===== src/rtl/memory_write_mapping_pkg.sv =====
// memory_write_mapping_pkg: region codes, FSM encoding and address map shared by the load- and store-side mappers
package memory_write_mapping_pkg;
   typedef enum logic [1:0] {RAM = 2'b00, KEYBOARD = 2'b01, ROM = 2'b10, OUTDEV = 2'b11} region_t;
   typedef enum logic [2:0] {IDLE, SETUP, PULSE, HOLD, FINISH} state_t;
   typedef enum logic [1:0] {K_RAM, K_LED, K_KACK, K_FAULT} kind_t;
   localparam logic [15:0] KBD_ADDR     = 16'hFE00;
   localparam logic [15:0] LED_ADDR     = 16'hFE02;
   localparam logic [15:0] KBD_ACK_ADDR = 16'hFE04;
   localparam logic [7:0]  ROM_PAGE     = 8'hFF;
endpackage


===== src/rtl/memory_write_mapping_mem_region_decode.sv =====
// mem_region_decode: combinational virtual address to region code, shared by load and store paths
module mem_region_decode
   import memory_write_mapping_pkg::*;
#(
   parameter logic [15:0] OUT_ADDR_A = LED_ADDR,
   parameter logic [15:0] OUT_ADDR_B = KBD_ACK_ADDR
) (
   input  logic [15:0] addr,
   output region_t     region
);
   // Unclaimed high space (including the FFxx ROM page) decodes as read-only
   always_comb
      region = !addr[15] ? RAM :
               addr == KBD_ADDR ? KEYBOARD :
               (addr == OUT_ADDR_A || addr == OUT_ADDR_B) ? OUTDEV : ROM;
endmodule


===== src/rtl/memory_write_mapping.sv =====
// memory_write_mapping: decodes one CPU store and performs a timed SRAM write, LED/kbd-ack update or fault
module memory_write_mapping
   import memory_write_mapping_pkg::*;
#(
   parameter int          WE_PULSE     = 2,
   parameter logic [15:0] LED_ADDR     = 16'hFE02,
   parameter logic [15:0] KBD_ACK_ADDR = 16'hFE04
) (
   input  logic        clk,
   input  logic        rst,
   input  logic        wrReq,
   input  logic [15:0] virtualAddr,
   input  logic [15:0] wrData,
   output logic        busy,
   output logic        done,
   output logic        wrFault,
   output logic [15:0] ramAddr,
   output logic [15:0] ramDataOut,
   output logic        ramDataOe,
   output logic        ramWe_n,
   output logic [15:0] ledOut,
   output logic        kbdAck
);
   region_t     region;
   kind_t       kind_acc, kind_q, kind_d;
   state_t      state_q, state_d;
   logic [3:0]  cnt_q, cnt_d;
   logic [15:0] ram_addr_q, ram_addr_d, ram_data_q, ram_data_d, led_q, led_d;
   logic        busy_q, busy_d, done_q, done_d, fault_q, fault_d;
   logic        oe_q, oe_d, we_n_q, we_n_d, kack_q, kack_d;
   mem_region_decode #(.OUT_ADDR_A(LED_ADDR), .OUT_ADDR_B(KBD_ACK_ADDR)) u_decode (
      .addr  (virtualAddr),
      .region(region)
   );
   always_comb
      kind_acc = region == RAM ? K_RAM :
                 region == OUTDEV ? (virtualAddr == LED_ADDR ? K_LED : K_KACK) : K_FAULT;
   always_ff @(posedge clk) begin
      if (!rst) begin
         state_q    <= IDLE;
         kind_q     <= K_RAM;
         cnt_q      <= '0;
         ram_addr_q <= '0;
         ram_data_q <= '0;
         led_q      <= '0;
         busy_q     <= 1'b0;
         done_q     <= 1'b0;
         fault_q    <= 1'b0;
         oe_q       <= 1'b0;
         we_n_q     <= 1'b1;
         kack_q     <= 1'b0;
      end else begin
         state_q    <= state_d;
         kind_q     <= kind_d;
         cnt_q      <= cnt_d;
         ram_addr_q <= ram_addr_d;
         ram_data_q <= ram_data_d;
         led_q      <= led_d;
         busy_q     <= busy_d;
         done_q     <= done_d;
         fault_q    <= fault_d;
         oe_q       <= oe_d;
         we_n_q     <= we_n_d;
         kack_q     <= kack_d;
      end
   end
   always_comb begin
      state_d    = state_q;
      kind_d     = kind_q;
      cnt_d      = cnt_q;
      ram_addr_d = ram_addr_q;
      ram_data_d = ram_data_q;
      led_d      = led_q;
      case (state_q)
         IDLE: if (wrReq) begin
            kind_d     = kind_acc;
            state_d    = kind_acc == K_RAM ? SETUP : FINISH;
            ram_addr_d = kind_acc == K_RAM ? {1'b0, virtualAddr[15:1]} : ram_addr_q;
            ram_data_d = kind_acc == K_RAM ? wrData : ram_data_q;
            led_d      = kind_acc == K_LED ? wrData : led_q;
         end
         SETUP: begin
            state_d = PULSE;
            cnt_d   = 4'(WE_PULSE - 1);
         end
         PULSE: begin
            state_d = cnt_q == 4'd0 ? HOLD : PULSE;
            cnt_d   = cnt_q == 4'd0 ? cnt_q : cnt_q - 4'd1;
         end
         HOLD:    state_d = FINISH;
         default: state_d = IDLE;
      endcase
   end
   // Outputs are decoded from the next state so every port comes straight off a flop
   always_comb begin
      oe_d    = state_d == SETUP || state_d == PULSE || state_d == HOLD;
      busy_d  = oe_d || (state_d == FINISH && kind_d != K_RAM);
      done_d  = state_d == FINISH;
      fault_d = done_d && kind_d == K_FAULT;
      kack_d  = done_d && kind_d == K_KACK;
      we_n_d  = state_d != PULSE;
   end
   assign busy       = busy_q;
   assign done       = done_q;
   assign wrFault    = fault_q;
   assign ramAddr    = ram_addr_q;
   assign ramDataOut = ram_data_q;
   assign ramDataOe  = oe_q;
   assign ramWe_n    = we_n_q;
   assign ledOut     = led_q;
   assign kbdAck     = kack_q;
endmodule

===== config.mk =====
export PLATFORM = sky130hd
export DESIGN_NAME = memory_write_mapping
export DESIGN_NICKNAME = d
export VERILOG_FILES = /design/src/rtl/memory_write_mapping_pkg.sv /design/src/rtl/memory_write_mapping_mem_region_decode.sv /design/src/rtl/memory_write_mapping.sv
export SDC_FILE = /design/constraint.sdc
export NUM_CORES = 1
export LEC_CHECK = 0
export ABC_AREA = 1
export CORE_ASPECT_RATIO = 0.5
export CORE_MARGIN = 5
export CORE_UTILIZATION = 30
export DETAILED_ROUTE_END_ITERATION = 10
export SYNTH_ARGS = -nofsm -noshare
export SYNTH_HDL_FRONTEND = slang
export SYNTH_SLANG_ARGS = --single-unit

===== constraint.sdc =====
create_clock -name clk -period 1.9 [get_ports clk]
set_clock_uncertainty 0.05 [all_clocks]
set_input_delay 0.475 -clock clk [delete_from_list [all_inputs] [get_ports clk]]
set_output_delay 0.475 -clock clk [all_outputs]
set_load 0.01 [all_outputs]

==> results of run 1 <==
## worst max path at each step
stage | endpoint | slack (ns) | cells after the start
3_3_place_gp | busy | -0.11 | 10
3_5_place_dp | ledOut[1] | -0.13 | 9
6_report | ramAddr[8] | 0.15 | 1
4_1_cts | ramAddr[8] | 0.13 | 1
2_1_floorplan | ledOut[10] | 0.48 | 7
5_1_grt | ledOut[1] | 0.08 | 9
## placed cells by master, fill, tap and decap left out, types with 2 or more instances in the layout
master,Yosys,layout
nor3_1,2,2
a21oi_2,2,2
o21ai_2,2,2
clkinv_2,0,2
buf_12,0,2
clkbuf_8,0,2
nor2_1,71,71
nor2_4,3,3
o21a_1,2,2
nand2_1,22,22
bufinv_16,0,2
inv_1,34,34
buf_4,1,17
a21oi_1,23,23
inv_2,4,4
o21ai_0,32,32
o21ai_1,12,12
dfxtp_1,62,62
clkbuf_16,0,9
clkdlybuf4s50_1,0,87
nand3_1,9,9
## layer usage
layer / routed length, µm / up-vias / part of all wire (%) / global-route usage (%)
met5: 0 / - / 0 / 0
met4: 87 / 0 / 1.5 / 5.363
met3: 356 / 12 / 6.0 / 4.959
met2: 2773 / 53 / 47 / 19.18
met1: 2723 / 945 / 46 / 15.62
li1: - / 1164 / - / -
## report_power, final
part           switching, mW  leakage (nW)  internal [mW]
logic                  0.233         0.866          0.265
registers             0.0368         0.506           1.38
clock network          0.546         0.161           1.21
total                  0.816          1.53           2.85
## state kept, by name (all words and copies together), names as in the netlist
register    count
kind_q          2
wrFault         1
busy            1
state_q         3
ramDataOe       1
ramDataOut     16
ramWe_n         1
ledOut         16
ramAddr        15
done            1
cnt_q           4
kbdAck          1
## through the flow
stage	hold WS (ns)	worst slack, ns	total power [mW]	util, %
CTS	0.3835	0.1271	3.727	48.30
finish	0.3783	0.1546	3.670	48.30
detailed placement	0.3767	-0.1317	1.948	44.19
global route	0.4007	0.08050	3.841	48.30
global placement	0.3721	-0.1131	1.946	44.19
floorplan	0.3921	0.4755	1.661	-
## cell type report
cell class                 instances  area (µm²)
tap                              112       140.1
sequential                        62        1241
timing repair buffer             106        1039
inverter                          38       142.6
clock inverter                     4       70.07
fill                             769        4061
multi-input combinational        189       909.6
clock buffer                      11       252.7
## cells by family (layout without fill, tap and decap cells)
family,Yosys count,after routing,share of synthesized area (%)
AOI/OAI and AO/OA,74,74,16.43
adders and majority gates,1,1,0.5249
buffers and inverters,53,159,9.764
DFF,62,62,52.07
other,1,1,0.1573
and+or+nand+nor,113,113,21.05
==> flow_summary.toml, run 1 <==
[die]
row_count = 23
die_h_um = 73.03
placeableCoreArea_um2 = 7856
die_outline_width_um = 136.1
io-pin-count = 89
area_enclosed_by_the_die_boundary_um2 = 9936
start_util_pct = 30.34

[clock_network]
holdBufCountCts = 0
cts_buffer_depth = 2
post_cts.resized_instances = 0
postCtsSetupBuffers = 0
cts_inserted_buffers = 9
clock-root-buffer = "clkbuf_16"
tritoncts_num_sinks = 62
insertion_delay_ns = 0.32
htreeDepth = 3
clock_tree_from_tritoncts = "done"
cts.reportedPaths.clkPinSlew_ns = 0.05

[synthesis]
ys_top_cells_by_area = "dfxtp_1 (52%), nor2_1 (11%), o21ai_0 (6.7%)"
synth_enable_flop_cells = 0
ys.warnings.count = 0
netlist.top_cell.by_area = "dfxtp_1"
synth_top_area_share_pct = 52.07
syn-mean-instance-area_um2 = 7.841
yosysSeqAreaShare_pct = 52.07
mappedNetlistNets = 340
synth_top_flop_cell = "dfxtp_1"
ys_async_sr_fraction_pct = 0
yosys.cell_count.top_type = "nor2_1"
synth_cell_types = 27
post_synth_inst_count = 304
synthesis.area_um2 = 2384
yosys_register_bits = 62
yosys-top-cells-count = "nor2_1 (71), dfxtp_1 (62), inv_1 (34)"

[worst_setup_path]
worst_r2r_startpoint = "cnt_q[0]"
crit_path_buffers_inverters = 1
r2r-end = "cnt_q[2]"
timing.critical_path.required_ns = 1.37
critPathKind = "flip-flop to output pin"
timing.reg2reg.setup_slack_ns = 0.39
kind_of_cell_adding_the_most_delay_to_the_critical_path = "buffers and inverters"
startpoint_type = "flip-flop"
worstPathCellList = "clkdlybuf4s50_1"
arrival_ns = 1.22
highest_delay_cell_along_the_critical_path = "clkdlybuf4s50_1"
path_max_fanout = 2
critical_path.endpoint_type = "output pin"
reg2regPathDepth = 10
cpPeakStageDelay_ns = 0.55
timing.critical_path.from = "ramAddr[8]"

[timing]
report.final.hold_viol_count = 0
fmaxAchievable_mhz = 572.9
grt_setup_unrepaired = "no"
finalCriticalPeriod_ns = 1.745
totalNegativeSetupSlack_ns = 0
setup_violations = 0
crit_share_post_route_pct = 91.86
drv_slew = 0

[routing]
antenna_left = 0
drtPass1Iterations = 4
remaining_drc_errors = 0
dr.first_iter.drc_count = 116
drt-wirelength-per-cell_um = 11.38
vias = 2174
route.final.wire_length_um = 5941
post_drt_via_cell_ratio = 4.165

[power]
static-leakage-power_nw = 1.534
power.density_cell_area_nw_per_um2 = 967.0
vdd_ir_drop_max_mv = 0.4731

[cells_and_area]
stdcell_area_um2 = 3795
antenna_cells = 0
layout_cells_excl_fill = 522
nNetsFinal = 442
synthToLayoutAreaGrowth_pct = 59.21
drive_above_1_share_pct = 11.71

[hold_path]
worst_hold_path.num_cells = 2
worstHoldEndpoint = "ramAddr[14]"
min_from = "ramAddr[14]"
hold_path.class = "flip-flop to flip-flop"

[placement]
count_of_input_and_output_buffers = 87
gp_congestion = 0.7672
detailed_place_hpwl_um = 4440
numPlacedInstances = 507
post_dp_cell_area_um2 = 3472

[global_routing]
grt_pass1_wl_um = 9597
pin_count_of_the_biggest_net_entering_global_routing = 33
first_global_vias = 2034
globalRouteOverflowTotal = 0
grt.total_usage_pct = 12.47
antenna_found_initial = 0

[run_status]
result_of_the_run = "complete, no violations"

[flow_run]
cap_violations = 0
(Power assumes the default switching activity.)
==> run 2, diff against run 1 <==
--- a/config.mk
+++ b/config.mk
@@ -6,7 +6,6 @@
 export NUM_CORES = 1
 export LEC_CHECK = 0
 export ABC_AREA = 1
-export CORE_ASPECT_RATIO = 0.5
 export CORE_MARGIN = 5
 export CORE_UTILIZATION = 30
 export DETAILED_ROUTE_END_ITERATION = 10
==> run 2 against run 1 <==
  * Core utilization shrank 0.47 points
  * Highest routed layer unchanged
  * Critical endpoint is now ramDataOut[10]
  * Largest power group is now sequential cells
  * Critical path depth unchanged
  * Sequential cell count is the same
  * Critical path type unchanged
  * Final area down 2.6%
==> flow_summary.toml, run 2 (synthesis gave the netlist of run 1 again) <==
[clock_network]
post_cts.resized_instances = 0
holdBufCountCts = 0
clock-root-buffer = "clkbuf_8"
htreeDepth = 3
postCtsSetupBuffers = 0
cts_buffer_depth = 2
clock_tree_from_tritoncts = "done"
tritoncts_num_sinks = 62
cts.reportedPaths.clkPinSlew_ns = 0.07
cts_inserted_buffers = 9
insertion_delay_ns = 0.33

[worst_setup_path]
worstSetupPathDepth = 1
crit_path_buffers_inverters = 1
reg2regPathDepth = 10
timing.critical_path.from = "ramDataOut[10]"
highest_delay_cell_along_the_critical_path = "clkdlybuf4s50_1"
startpoint_type = "flip-flop"
worstPathCellList = "clkdlybuf4s50_1"
cpPeakStageDelay_ns = 0.55
critPathKind = "flip-flop to output pin"
kind_of_cell_adding_the_most_delay_to_the_critical_path = "buffers and inverters"
path_max_fanout = 2
critical_path.endpoint_type = "output pin"
critical_path.endpoint = "ramDataOut[10]"
worst_r2r_startpoint = "cnt_q[0]"
arrival_ns = 1.24
timing.critical_path.required_ns = 1.37
r2r-end = "cnt_q[2]"
timing.reg2reg.setup_slack_ns = 0.44

[routing]
vias = 2205
post_drt_via_cell_ratio = 4.324
drt-wirelength-per-cell_um = 11.81
drtPass1Iterations = 4
remaining_drc_errors = 0
antenna_left = 0
dr.first_iter.drc_count = 46
route.final.wire_length_um = 6024

[die]
io-pin-count = 89
die_outline_width_um = 99.14
die_h_um = 99.14
start_util_pct = 30.85
area_enclosed_by_the_die_boundary_um2 = 9828
placeableCoreArea_um2 = 7727
row_count = 32

[placement]
detailed_place_hpwl_um = 4448
post_dp_cell_area_um2 = 3450
count_of_input_and_output_buffers = 87
numPlacedInstances = 494
gp_congestion = 0.7252

[global_routing]
globalRouteOverflowTotal = 0
first_global_vias = 2126
grt_pass1_wl_um = 9832
grt.total_usage_pct = 12.58
antenna_found_initial = 0
pin_count_of_the_biggest_net_entering_global_routing = 39

[cells_and_area]
most-common-layout-cells = "clkdlybuf4s50_1 (87), nor2_1 (71), dfxtp_1 (62), inv_1 (34), o21ai_0 (32)"
drive_above_1_share_pct = 11.27
antenna_cells = 0
stdcell_area_um2 = 3696
finish.utilization_pct = 47.83
layout_cells_excl_fill = 510
synthToLayoutAreaGrowth_pct = 55.07
most_frequent_standard_cell_in_the_layout_excluding_fill_and_tap_cells = "clkdlybuf4s50_1"
nNetsFinal = 439

[timing]
fmaxAchievable_mhz = 567.3
grt_setup_unrepaired = "no"
crit_share_post_route_pct = 92.77
drv_slew = 0
setup_violations = 0
finalCriticalPeriod_ns = 1.763
report.final.hold_viol_count = 0

[power]
vdd_ir_drop_max_mv = 0.4553
static-leakage-power_nw = 1.489
power.density_cell_area_nw_per_um2 = 900.5

[flow_run]
cap_violations = 0

[hold_path]
hold_path.class = "flip-flop to flip-flop"

[run_status]
result_of_the_run = "complete, no violations"
run 2: changes by cell type in the layout (fill, tap and decap cells not counted):
cell | before | now
clkbuf_16 | 9 | 0
buf_12 | 2 | 3
bufinv_16 | 2 | 3
buf_4 | 17 | 13
clkinv_4 | 0 | 1
clkbuf_8 | 2 | 10
run 2: per-layer routing:
metal	global-route usage, %	part of all wire [%]	vias up
met1	15.14	45	977
li1	-	-	1163
met3	7.153	9.4	4
met2	18.80	44	61
met4	4.412	0.85	0
met5	0	0	-
run 2: power by group:
| group | switching, mW | internal, mW |
|---|---|---|
| Sequential | 0.0383 | 1.38 |
| Clock | 0.507 | 0.905 |
| Combinational | 0.235 | 0.264 |
| Total | 0.780 | 2.55 |
run 2: how the worst min path moves through the flow:
stage	start	end	slack, ns	cells past startpoint
2_1_floorplan	cnt_q[3]	cnt_q[3]	0.39	2
3_3_place_gp	ramAddr[14]	ramAddr[14]	0.37	2
3_5_place_dp	ramAddr[14]	ramAddr[14]	0.38	2
4_1_cts	ramAddr[14]	ramAddr[14]	0.39	2
5_1_grt	ledOut[12]	ledOut[12]	0.42	2
6_report	ramAddr[14]	ramAddr[14]	0.39	2
run 2: cell type report:
cell class              instances  area (µm²)
repair buffers                103        1028
fillers                       737        4031
well taps                     102       127.6
inverters                      38       142.6
flip-flops and latches         62        1241
clock buffers                  10       137.6
multi-input cells             189       909.6
clock inverters                 6       108.9
run 2: stage by stage:
step / worst slack, ns / power [mW] / TNS (ns) / hold slack, ns
4_1_cts: 0.1221 / 3.370 / 0 / 0.3906
3_5_place_dp: -0.1328 / 1.950 / -2.146 / 0.3813
3_3_place_gp: -0.1028 / 1.943 / -1.579 / 0.3718
6_report: 0.1373 / 3.328 / 0 / 0.3867
5_1_grt: 0.06459 / 3.491 / 0 / 0.4154
2_1_floorplan: 0.4755 / 1.661 / 0 / 0.3921
